**config.mk**
```make
export PLATFORM = sky130hd
export DESIGN_NAME = fb_writer
export DESIGN_NICKNAME = d
export VERILOG_FILES = /design/src/rtl/fb_writer_pkg.sv /design/src/rtl/fb_pixel_fifo.sv /design/src/rtl/fb_writer.sv
export SDC_FILE = /design/constraint.sdc
export NUM_CORES = 1
export LEC_CHECK = 0
export CORE_ASPECT_RATIO = 1.2
export CORE_MARGIN = 4
export CORE_UTILIZATION = 50
export CTS_CLUSTER_SIZE = 20
export DETAILED_ROUTE_END_ITERATION = 8
export DONT_BUFFER_PORTS = 1
export GPL_ROUTABILITY_DRIVEN = 0
export GPL_TIMING_DRIVEN = 0
export HOLD_SLACK_MARGIN = 0.12
export PLACE_DENSITY = 0.73
export SLEW_MARGIN = 10
export SYNTH_ARGS = -nofsm -noshare
export SYNTH_HDL_FRONTEND = slang
export SYNTH_SLANG_ARGS = --single-unit
```
**constraint.sdc**
```tcl
create_clock -name clk -period 3.6 [get_ports clk]
set_input_delay 1.08 -clock clk [delete_from_list [all_inputs] [get_ports clk]]
set_output_delay 1.08 -clock clk [all_outputs]
set_load 0.01 [all_outputs]
```
**src/rtl/fb_writer_pkg.sv**
```systemverilog
// Shared types and constants for the framebuffer pixel writer.
// The CLEAR state exists only when FB_WRITER_CLEAR_EN is defined.
package fb_writer_pkg;

    localparam int FB_ADDR_W     = 15;
    localparam int COLOUR_W      = 3;
    localparam int COORD_W       = 10;
    localparam int FB_WIDTH_DEF  = 160;
    localparam int FB_HEIGHT_DEF = 120;
    localparam int ENTRY_W       = FB_ADDR_W + COLOUR_W;

`ifdef FB_WRITER_CLEAR_EN
    typedef enum logic [1:0] {
        ST_IDLE  = 2'd0,
        ST_DRAIN = 2'd1,
        ST_CLEAR = 2'd2
    } fb_state_e;
`else
    typedef enum logic [1:0] {
        ST_IDLE  = 2'd0,
        ST_DRAIN = 2'd1
    } fb_state_e;
`endif

    // One buffered pixel: linear framebuffer address plus colour (18 bits).
    typedef struct packed {
        logic [FB_ADDR_W-1:0] addr;
        logic [COLOUR_W-1:0]  colour;
    } fb_entry_t;

endpackage

```
**src/rtl/fb_pixel_fifo.sv**
```systemverilog
// Small synchronous FIFO of pixel entries; head is visible combinationally.
// The caller never pushes into a full FIFO without a same-cycle pop, nor pops when empty.
module fb_pixel_fifo
    import fb_writer_pkg::*;
#(
    parameter int DEPTH = 4
) (
    input  logic      clk,
    input  logic      resetn,
    input  logic      push,
    input  logic      pop,
    input  fb_entry_t din,
    output fb_entry_t head,
    output logic      full,
    output logic      empty,
    output logic      single
);

    localparam int AW = (DEPTH > 1) ? $clog2(DEPTH) : 1;

    fb_entry_t       mem [DEPTH];
    logic [AW-1:0]   wr_ptr;
    logic [AW-1:0]   rd_ptr;
    logic [AW:0]     count;

    always_ff @(posedge clk or negedge resetn) begin
        if (!resetn) begin
            wr_ptr <= '0;
            rd_ptr <= '0;
            count  <= '0;
        end else begin
            if (push) wr_ptr <= wr_ptr + 1'b1;
            if (pop)  rd_ptr <= rd_ptr + 1'b1;
            case ({push, pop})
                2'b10:   count <= count + 1'b1;
                2'b01:   count <= count - 1'b1;
                default: count <= count;
            endcase
        end
    end

    // Storage needs no reset: only slots between the pointers are ever read.
    always_ff @(posedge clk) begin
        if (push) mem[wr_ptr] <= din;
    end

    assign head   = mem[rd_ptr];
    assign full   = (count == (AW+1)'(DEPTH));
    assign empty  = (count == '0);
    assign single = (count == (AW+1)'(1));

endmodule

```
**src/rtl/fb_writer.sv**
```systemverilog
// Buffers pixel strobes in a FIFO and drains them to a framebuffer write port.
// Define FB_WRITER_CLEAR_EN to add the whole-framebuffer fill (CLEAR) feature.
module fb_writer
    import fb_writer_pkg::*;
#(
    parameter int WIDTH  = FB_WIDTH_DEF,
    parameter int HEIGHT = FB_HEIGHT_DEF,
    parameter int DEPTH  = 4
) (
    input  logic                 clk,
    input  logic                 resetn,
    input  logic                 writeEn,
    input  logic [COORD_W-1:0]   x_in,
    input  logic [COORD_W-1:0]   y_in,
    input  logic [COLOUR_W-1:0]  colour,
    output logic                 full,
    output logic                 overflow,
    output logic                 mem_we,
    output logic [FB_ADDR_W-1:0] mem_addr,
    output logic [COLOUR_W-1:0]  mem_data,
    input  logic                 mem_ready,
`ifdef FB_WRITER_CLEAR_EN
    input  logic                 clear_req,
    input  logic [COLOUR_W-1:0]  bg_colour,
    output logic                 clear_done,
`endif
    output logic                 busy,
    output fb_state_e            state_dbg
);

    // Write handshake: a write transfers on every rising edge where mem_we and
    // mem_ready are both high; while mem_ready is low, mem_we/addr/data hold.

    fb_state_e            state, state_nxt;
    fb_entry_t            head, push_entry;
    logic                 fifo_empty, fifo_single;
    logic                 in_range, push, pop;
    logic [FB_ADDR_W-1:0] push_addr;

    assign in_range   = (x_in < COORD_W'(WIDTH)) && (y_in < COORD_W'(HEIGHT));
    assign push_addr  = FB_ADDR_W'(32'(y_in) * 32'(WIDTH) + 32'(x_in));
    assign push_entry = '{addr: push_addr, colour: colour};

    // A full FIFO still takes a pixel when the head leaves in the same cycle.
    assign pop  = (state == ST_DRAIN) && mem_ready && !fifo_empty;
    assign push = writeEn && in_range && (!full || pop);

    fb_pixel_fifo #(.DEPTH(DEPTH)) u_fifo (
        .clk    (clk),
        .resetn (resetn),
        .push   (push),
        .pop    (pop),
        .din    (push_entry),
        .head   (head),
        .full   (full),
        .empty  (fifo_empty),
        .single (fifo_single)
    );

    always_ff @(posedge clk or negedge resetn) begin
        if (!resetn) begin
            overflow <= 1'b0;
        end else if (writeEn && in_range && full && !pop) begin
            overflow <= 1'b1;
        end
    end

`ifdef FB_WRITER_CLEAR_EN
    localparam logic [FB_ADDR_W-1:0] LAST_ADDR = FB_ADDR_W'(WIDTH * HEIGHT - 1);

    logic [FB_ADDR_W-1:0] clr_cnt;
    logic                 clear_pend, clr_last, clear_go;

    assign clr_last = (clr_cnt == LAST_ADDR);
    assign clear_go = clear_req || clear_pend;

    // A clear requested mid-drain waits for the presented head write to finish.
    always_ff @(posedge clk or negedge resetn) begin
        if (!resetn) begin
            clr_cnt    <= '0;
            clear_pend <= 1'b0;
            clear_done <= 1'b0;
        end else begin
            clear_done <= (state == ST_CLEAR) && mem_ready && clr_last;
            clear_pend <= (state == ST_DRAIN) && !pop && clear_go;
            if (state == ST_CLEAR && mem_ready) begin
                clr_cnt <= clr_last ? '0 : clr_cnt + 1'b1;
            end
        end
    end
`endif

    always_ff @(posedge clk or negedge resetn) begin
        if (!resetn) state <= ST_IDLE;
        else         state <= state_nxt;
    end

    always_comb begin
        state_nxt = state;
        mem_we    = 1'b0;
        mem_addr  = '0;
        mem_data  = '0;
        case (state)
            ST_IDLE: begin
`ifdef FB_WRITER_CLEAR_EN
                if (clear_req)                  state_nxt = ST_CLEAR;
                else if (!fifo_empty || push)   state_nxt = ST_DRAIN;
`else
                if (!fifo_empty || push)        state_nxt = ST_DRAIN;
`endif
            end
            ST_DRAIN: begin
                mem_we   = !fifo_empty;
                mem_addr = head.addr;
                mem_data = head.colour;
`ifdef FB_WRITER_CLEAR_EN
                if (pop && clear_go)                      state_nxt = ST_CLEAR;
                else if (pop && fifo_single && !push)     state_nxt = ST_IDLE;
`else
                if (pop && fifo_single && !push)          state_nxt = ST_IDLE;
`endif
            end
`ifdef FB_WRITER_CLEAR_EN
            ST_CLEAR: begin
                mem_we   = 1'b1;
                mem_addr = clr_cnt;
                mem_data = bg_colour;
                if (mem_ready && clr_last) begin
                    state_nxt = (!fifo_empty || push) ? ST_DRAIN : ST_IDLE;
                end
            end
`endif
            default: state_nxt = ST_IDLE;
        endcase
    end

    assign busy      = (state != ST_IDLE) || !fifo_empty;
    assign state_dbg = state;

endmodule

```
After elaboration in Yosys (flattened, before gate mapping)
Memory sizes are Yosys's and may differ from the RTL's. Cells that the tools add are included.

Add/sub/neg operators: 5. Eq/ne operators: 7. Multipliers: 1. Reduce and logical (&&, ||, !) cells: 21. $lt $le $gt $ge: 2. Multiplexer cells: 9.

Operators with widths (count): 15-bit by 10-bit adder with 15-bit output (1); 15-bit 2-to-1 mux (1); 10-bit by 7-bit less-than comparator with 1-bit output (second input constant) (1); 10-bit by 8-bit less-than comparator with 1-bit output (second input constant) (1); 10-bit by 3-bit multiplier with 10-bit output (second input constant) (1); 1-bit logical AND (9); 3-bit case mux with 2 select lines (1); 2-bit by 1-bit adder with 2-bit output (second input constant) (2); 2-bit by 1-bit == test with 1-bit output (second input constant) (2); 1-bit zero test (4); 2-bit 2-to-1 mux (2); 2-bit case mux with 2 select lines (1); 2-bit nonzero test (2); 3-bit by 1-bit adder with 3-bit output (second input constant) (1); 3-bit by 1-bit == test with 1-bit output (second input constant) (1); 3-bit == test (second input constant) (1); 3-bit zero test (1); 1-bit logical OR (3); 1-bit 2-to-1 mux (3); 3-bit 2-to-1 mux (1); 3-bit by 1-bit subtractor with 3-bit output (second input constant) (1); 2-bit == test (second input constant) (1); 2-bit zero test (1); 2-bit by 1-bit inequality test with 1-bit output (second input constant) (1); other kinds (2) (2).

Flip-flop bits (word level): 10. RAM bits: 72. Logic and storage cells: 51. Memories kept: 1.

Memories: u_fifo.mem (words 4, width 18, rd ports 1, clocked after Yosys merged registers in 0, write ports 1, line fb_pixel_fifo.sv:21) `fb_entry_t mem [DEPTH];`.

Logic depth before layout (Yosys ltp)
Word-level depth: 9. Mapped depth: 9. Gate-level depth less buffers: 9.

Cells and area by module
From an unflattened synthesis, not the netlist that was laid out.

Cell total of the unflattened synthesis: 246. Area total of the unflattened synthesis: 3925.0 um^2.

Modules (own cells, without submodules): fb_pixel_fifo (area each 3040.4 um^2, times used 1, cells an instance 135); fb_writer (area each 884.6 um^2, times used 1, cells an instance 111).

Least setup slack after synthesis
Ideal clock, no wire load.

Kind: input to register. Start: in y_in[1]. End: mem u_fifo.mem[0][16] in the netlist's numbering (data pin). Arrival time: 2922 ps. Data required time: 3324 ps. Path buffers: 0. Stages: 8. Path slack: 402 ps. Cell sequence: ha_1 ha_1 fa_1 a21o_2 a21oi_1 xnor2_1 o2111ai_1 xnor2_1.

Longest elaborated chain between the ends: 2.

Ends and longest elaborated chain: from (decl) (line fb_writer.sv:14) `input logic [COORD_W-1:0] y_in,`; 10-bit by 3-bit multiplier with 10-bit output (line fb_writer.sv:41) `assign push_addr = FB_ADDR_W'(32'(y_in) * 32'(WIDTH) + 32'(x_in));`; 15-bit by 10-bit adder with 15-bit output (line fb_writer.sv:41); via push_addr[13] (line fb_writer.sv:38) `logic [FB_ADDR_W-1:0] push_addr;`; to (decl) (line fb_pixel_fifo.sv:21).

The timed path passes the listed nets, and every way through them passes these cells.

Worst setup path in the final report
Start: in y_in[1]. End: mem u_fifo.mem[0][14] in the netlist's numbering (data pin).

The elaborated chain is that of the path after synthesis.

==> flow_metrics.py <==
metrics = {
    "worst_setup_path": {
        "cp-end-kind": "flip-flop",
        "required_ns": 3.72,
        "r2r_cells": 5,
        "reg2reg_to": "u_fifo.mem[0][0]$_DFFE_PP_",
        "cp-startpoint": "y_in[1]",
        "crit_chain": "ha_1, ha_1, fa_1, ha_1, a21boi_0, o21ai_0, xnor2_1",
        "crit_arrival_ns": 3.15,
        "max_stage_delay_ns": 0.44,
        "cp-start-kind": "input port",
        "critPathMostFrequentCell": "ha_1",
        "crit-reg2reg-launch": "u_fifo.count[0]$_DFFE_PN0P_",
        "endpoint": "u_fifo.mem[0][14]$_DFFE_PP_",
        "crit_type": "input port to flip-flop",
        "slowest_stage": "fa_1",
        "r2r_slack_ns": 1.07,
        "cp_max_fo": 4,
    },
    "timing": {
        "setup_violations": 0,
        "setup_slack_ns": 0.570,
        "maxSlewHeadroom_pct": 34.6,
        "slew_viol_final": 0,
        "fin_tns_setup_ns": 0,
        "worst_pin_slew_ns": 0.981,
        "rsz0062_at_grt": "no",
        "max_freq_ghz": 0.330,
        "finalClockSkew_ns": 0.00735,
        "fin_crit_sh_pct": 84.2,
        "hold_ws_ns": 0.422,
        "period_minus_slack_ns": 3.03,
        "hold_viol": 0,
    },
    "die": {
        "start_util_pct": 51.0,
        "fp.dieW_um": 88.7,
        "pin_count": 51,
        "core-area_um2": 7660,
        "dieArea_um2": 9300,
        "core.rowCount": 35,
        "die_h_um": 105,
    },
    "global_routing": {
        "grt_pass1_wl_mm": 10.5,
        "grt_pass1_vias": 2144,
        "grt_max_degree": 19,
        "grt-ovfl-total": 0,
        "track_usage_pct": 15.0,
        "antenna_found_initial": 0,
    },
    "yosys": {
        "yosysMostFrequentCell": "edfxtp_1",
        "synthesis.area_um2": 3910,
        "synth_warnings": 0,
        "synthTopCellsByArea": "edfxtp_1 (55%), mux4_2 (10%), ha_1 (8.6%), dfrtp_1 (5.8%), and2_1 (3.8%)",
        "yosysTopAreaCell": "edfxtp_1",
        "ys_types": 40,
        "synth-seq-cells": 81,
        "syn-num-nets": 300,
        "synth_edf_count": 72,
        "yosys.area.top_type_share_pct": 55.3,
        "synth-main-ff-cell": "edfxtp_1",
        "syn_inst": 244,
        "netlist_top_cells_count": "edfxtp_1 (72), ha_1 (27), and2_1 (24), mux4_2 (18), xnor2_1 (13)",
        "avgSynthCellArea_um2": 16.0,
        "synth-async-reset-ratio_pct": 11.1,
        "seq_area_frac_synth_pct": 61.1,
    },
    "layout": {
        "n_fill_cell": 609,
        "drive_above_1_share_pct": 17.3,
        "syn2layout_area_growth_pct": 8.55,
        "num_antenna_cells": 0,
        "finalNonFillerCells": 352,
        "num-nets-final": 311,
    },
    "routing": {
        "drc": 0,
        "wl_per_cell_um": 18.0,
        "vias": 1978,
        "drtIter0Drc": 104,
        "wl_mm": 6.34,
        "ant_nets": 0,
        "dr.pass1.iters": 4,
        "via_per_inst": 5.62,
    },
    "clocking": {
        "holdBufCountCts": 0,
        "post-cts-setup-buffers": 0,
        "cts.clk_slew.worst_paths_ns": 0.08,
        "insertion_delay_ns": 0.34,
        "cts.sinks": 81,
        "numCtsBuffers": 9,
        "htree_levels": 3,
        "cts_tree": "done",
        "root_buffer": "clkbuf_8",
        "clockBufferDepth": 2,
        "cts_resized": 0,
    },
    "placement": {
        "dp.cells": 336,
        "numPortBuffers": 0,
        "dp_hpwl_mm": 4.53,
        "dp_slack_ns": 0.202,
    },
    "power": {
        "power.leakage_nw": 1.52,
        "peakVddDrop_v": 0.000397,
        "cellPowerDensity_nw_per_um2": 646,
    },
    "run_status": {
        "outcome": "completed",
    },
    "worst_hold_path": {
        "hp-class": "input port to asynchronous set/reset pin",
    },
    "flow_run": {
        "cap_viol_max_count": 0,
    },
}
-- worst max-delay path: cells and delay by family --
family / cells / cell delay (ns)
compound gates: 2 / 0.47
fa+ha+maj: 4 / 1.27
xor+xnor: 1 / 0.33
-- metrics by stage --
stage	instance area (µm²)	total power, mW	util (%)
final	4240	2.74	55.3
after global routing	4240	2.90	55.3
after CTS	4240	2.78	55.3
after detailed placement	4020	2.08	52.5
after global placement	4020	2.05	52.5
after floorplan	3910	1.90	-
-- cell usage in the layout, fill, tap and decap left out, drive strengths merged, types with 2 or more instances in the layout --
| cell type | netlist | routed |
|---|---|---|
| edfxtp | 72 | 72 |
| ha | 27 | 27 |
| and2 | 24 | 24 |
| mux4 | 18 | 18 |
| xnor2 | 13 | 13 |
| inv | 11 | 11 |
| clkbuf | 2 | 11 |
| dfrtp | 9 | 9 |
| o21ai | 9 | 9 |
| nand2 | 8 | 8 |
| nor2 | 7 | 7 |
| xor2 | 5 | 5 |
| a21oi | 5 | 5 |
| buf | 5 | 5 |
| a21o | 4 | 4 |
| clkinv | 0 | 4 |
| nand4 | 3 | 3 |
| o21bai | 2 | 2 |
| nor2b | 2 | 2 |
| fa | 2 | 2 |
| bufinv | 0 | 2 |
| a211oi | 2 | 2 |
| o2111ai | 2 | 2 |
-- cells by family (layout without fill, tap and decap cells) --
group	Yosys count	after routing	synth area share, %
simple gates	50	50	7.46
buf+inv	18	34	1.95
fa+ha+maj	29	29	9.67
mux	19	19	10.6
compound gates	28	28	5.03
other cells	1	1	0.0960
flops	81	81	61.1
xor+xnor	18	18	4.04
-- layout make-up --
cell class | instances | area, µm² | share of cell area [%]
Clock inverter | 7 | 95.1 | 2.24
Inverter | 11 | 41.3 | 0.974
Tap cell | 92 | 115 | 2.71
Multi-Input combinational cell | 145 | 1440 | 34.0
Sequential cell | 81 | 2390 | 56.3
Buffer | 7 | 35.0 | 0.826
Clock buffer | 9 | 124 | 2.92
-- layer usage --
| metal | track usage, % | part of all wire (%) | vias to the layer above |
|---|---|---|---|
| li1 | - | - | 941 |
| met1 | 18.7 | 41 | 976 |
| met2 | 25.1 | 51 | 55 |
| met3 | 4.34 | 6.6 | 6 |
| met4 | 4.21 | 1.4 | 0 |
| met5 | 0 | 0 | - |
-- registers in the layout (all words and copies together), names as in the netlist --
register	count
u_fifo.mem	72
u_fifo.wr_ptr	2
u_fifo.count	3
state_dbg	1
overflow	1
u_fifo.rd_ptr	2
-- worst min path at each step --
| stage | end | slack, ns | cells after the start |
|---|---|---|---|
| floorplan | u_fifo.count[2]$_DFFE_PN0P_ | 0.46 | 1 |
| global route | u_fifo.count[0]$_DFFE_PN0P_ | 0.40 | 0 |
| CTS | u_fifo.count[0]$_DFFE_PN0P_ | 0.41 | 0 |
| detailed placement | u_fifo.count[2]$_DFFE_PN0P_ | 0.49 | 1 |
| finish | u_fifo.count[0]$_DFFE_PN0P_ | 0.42 | 0 |
| global placement | u_fifo.count[2]$_DFFE_PN0P_ | 0.48 | 1 |
-- power breakdown --
part	switching [mW]	internal, mW
sequential	0.0363	1.11
combinational	0.481	0.404
clock	0.317	0.390
No activity file was read; power rests on OpenSTA's default activity.
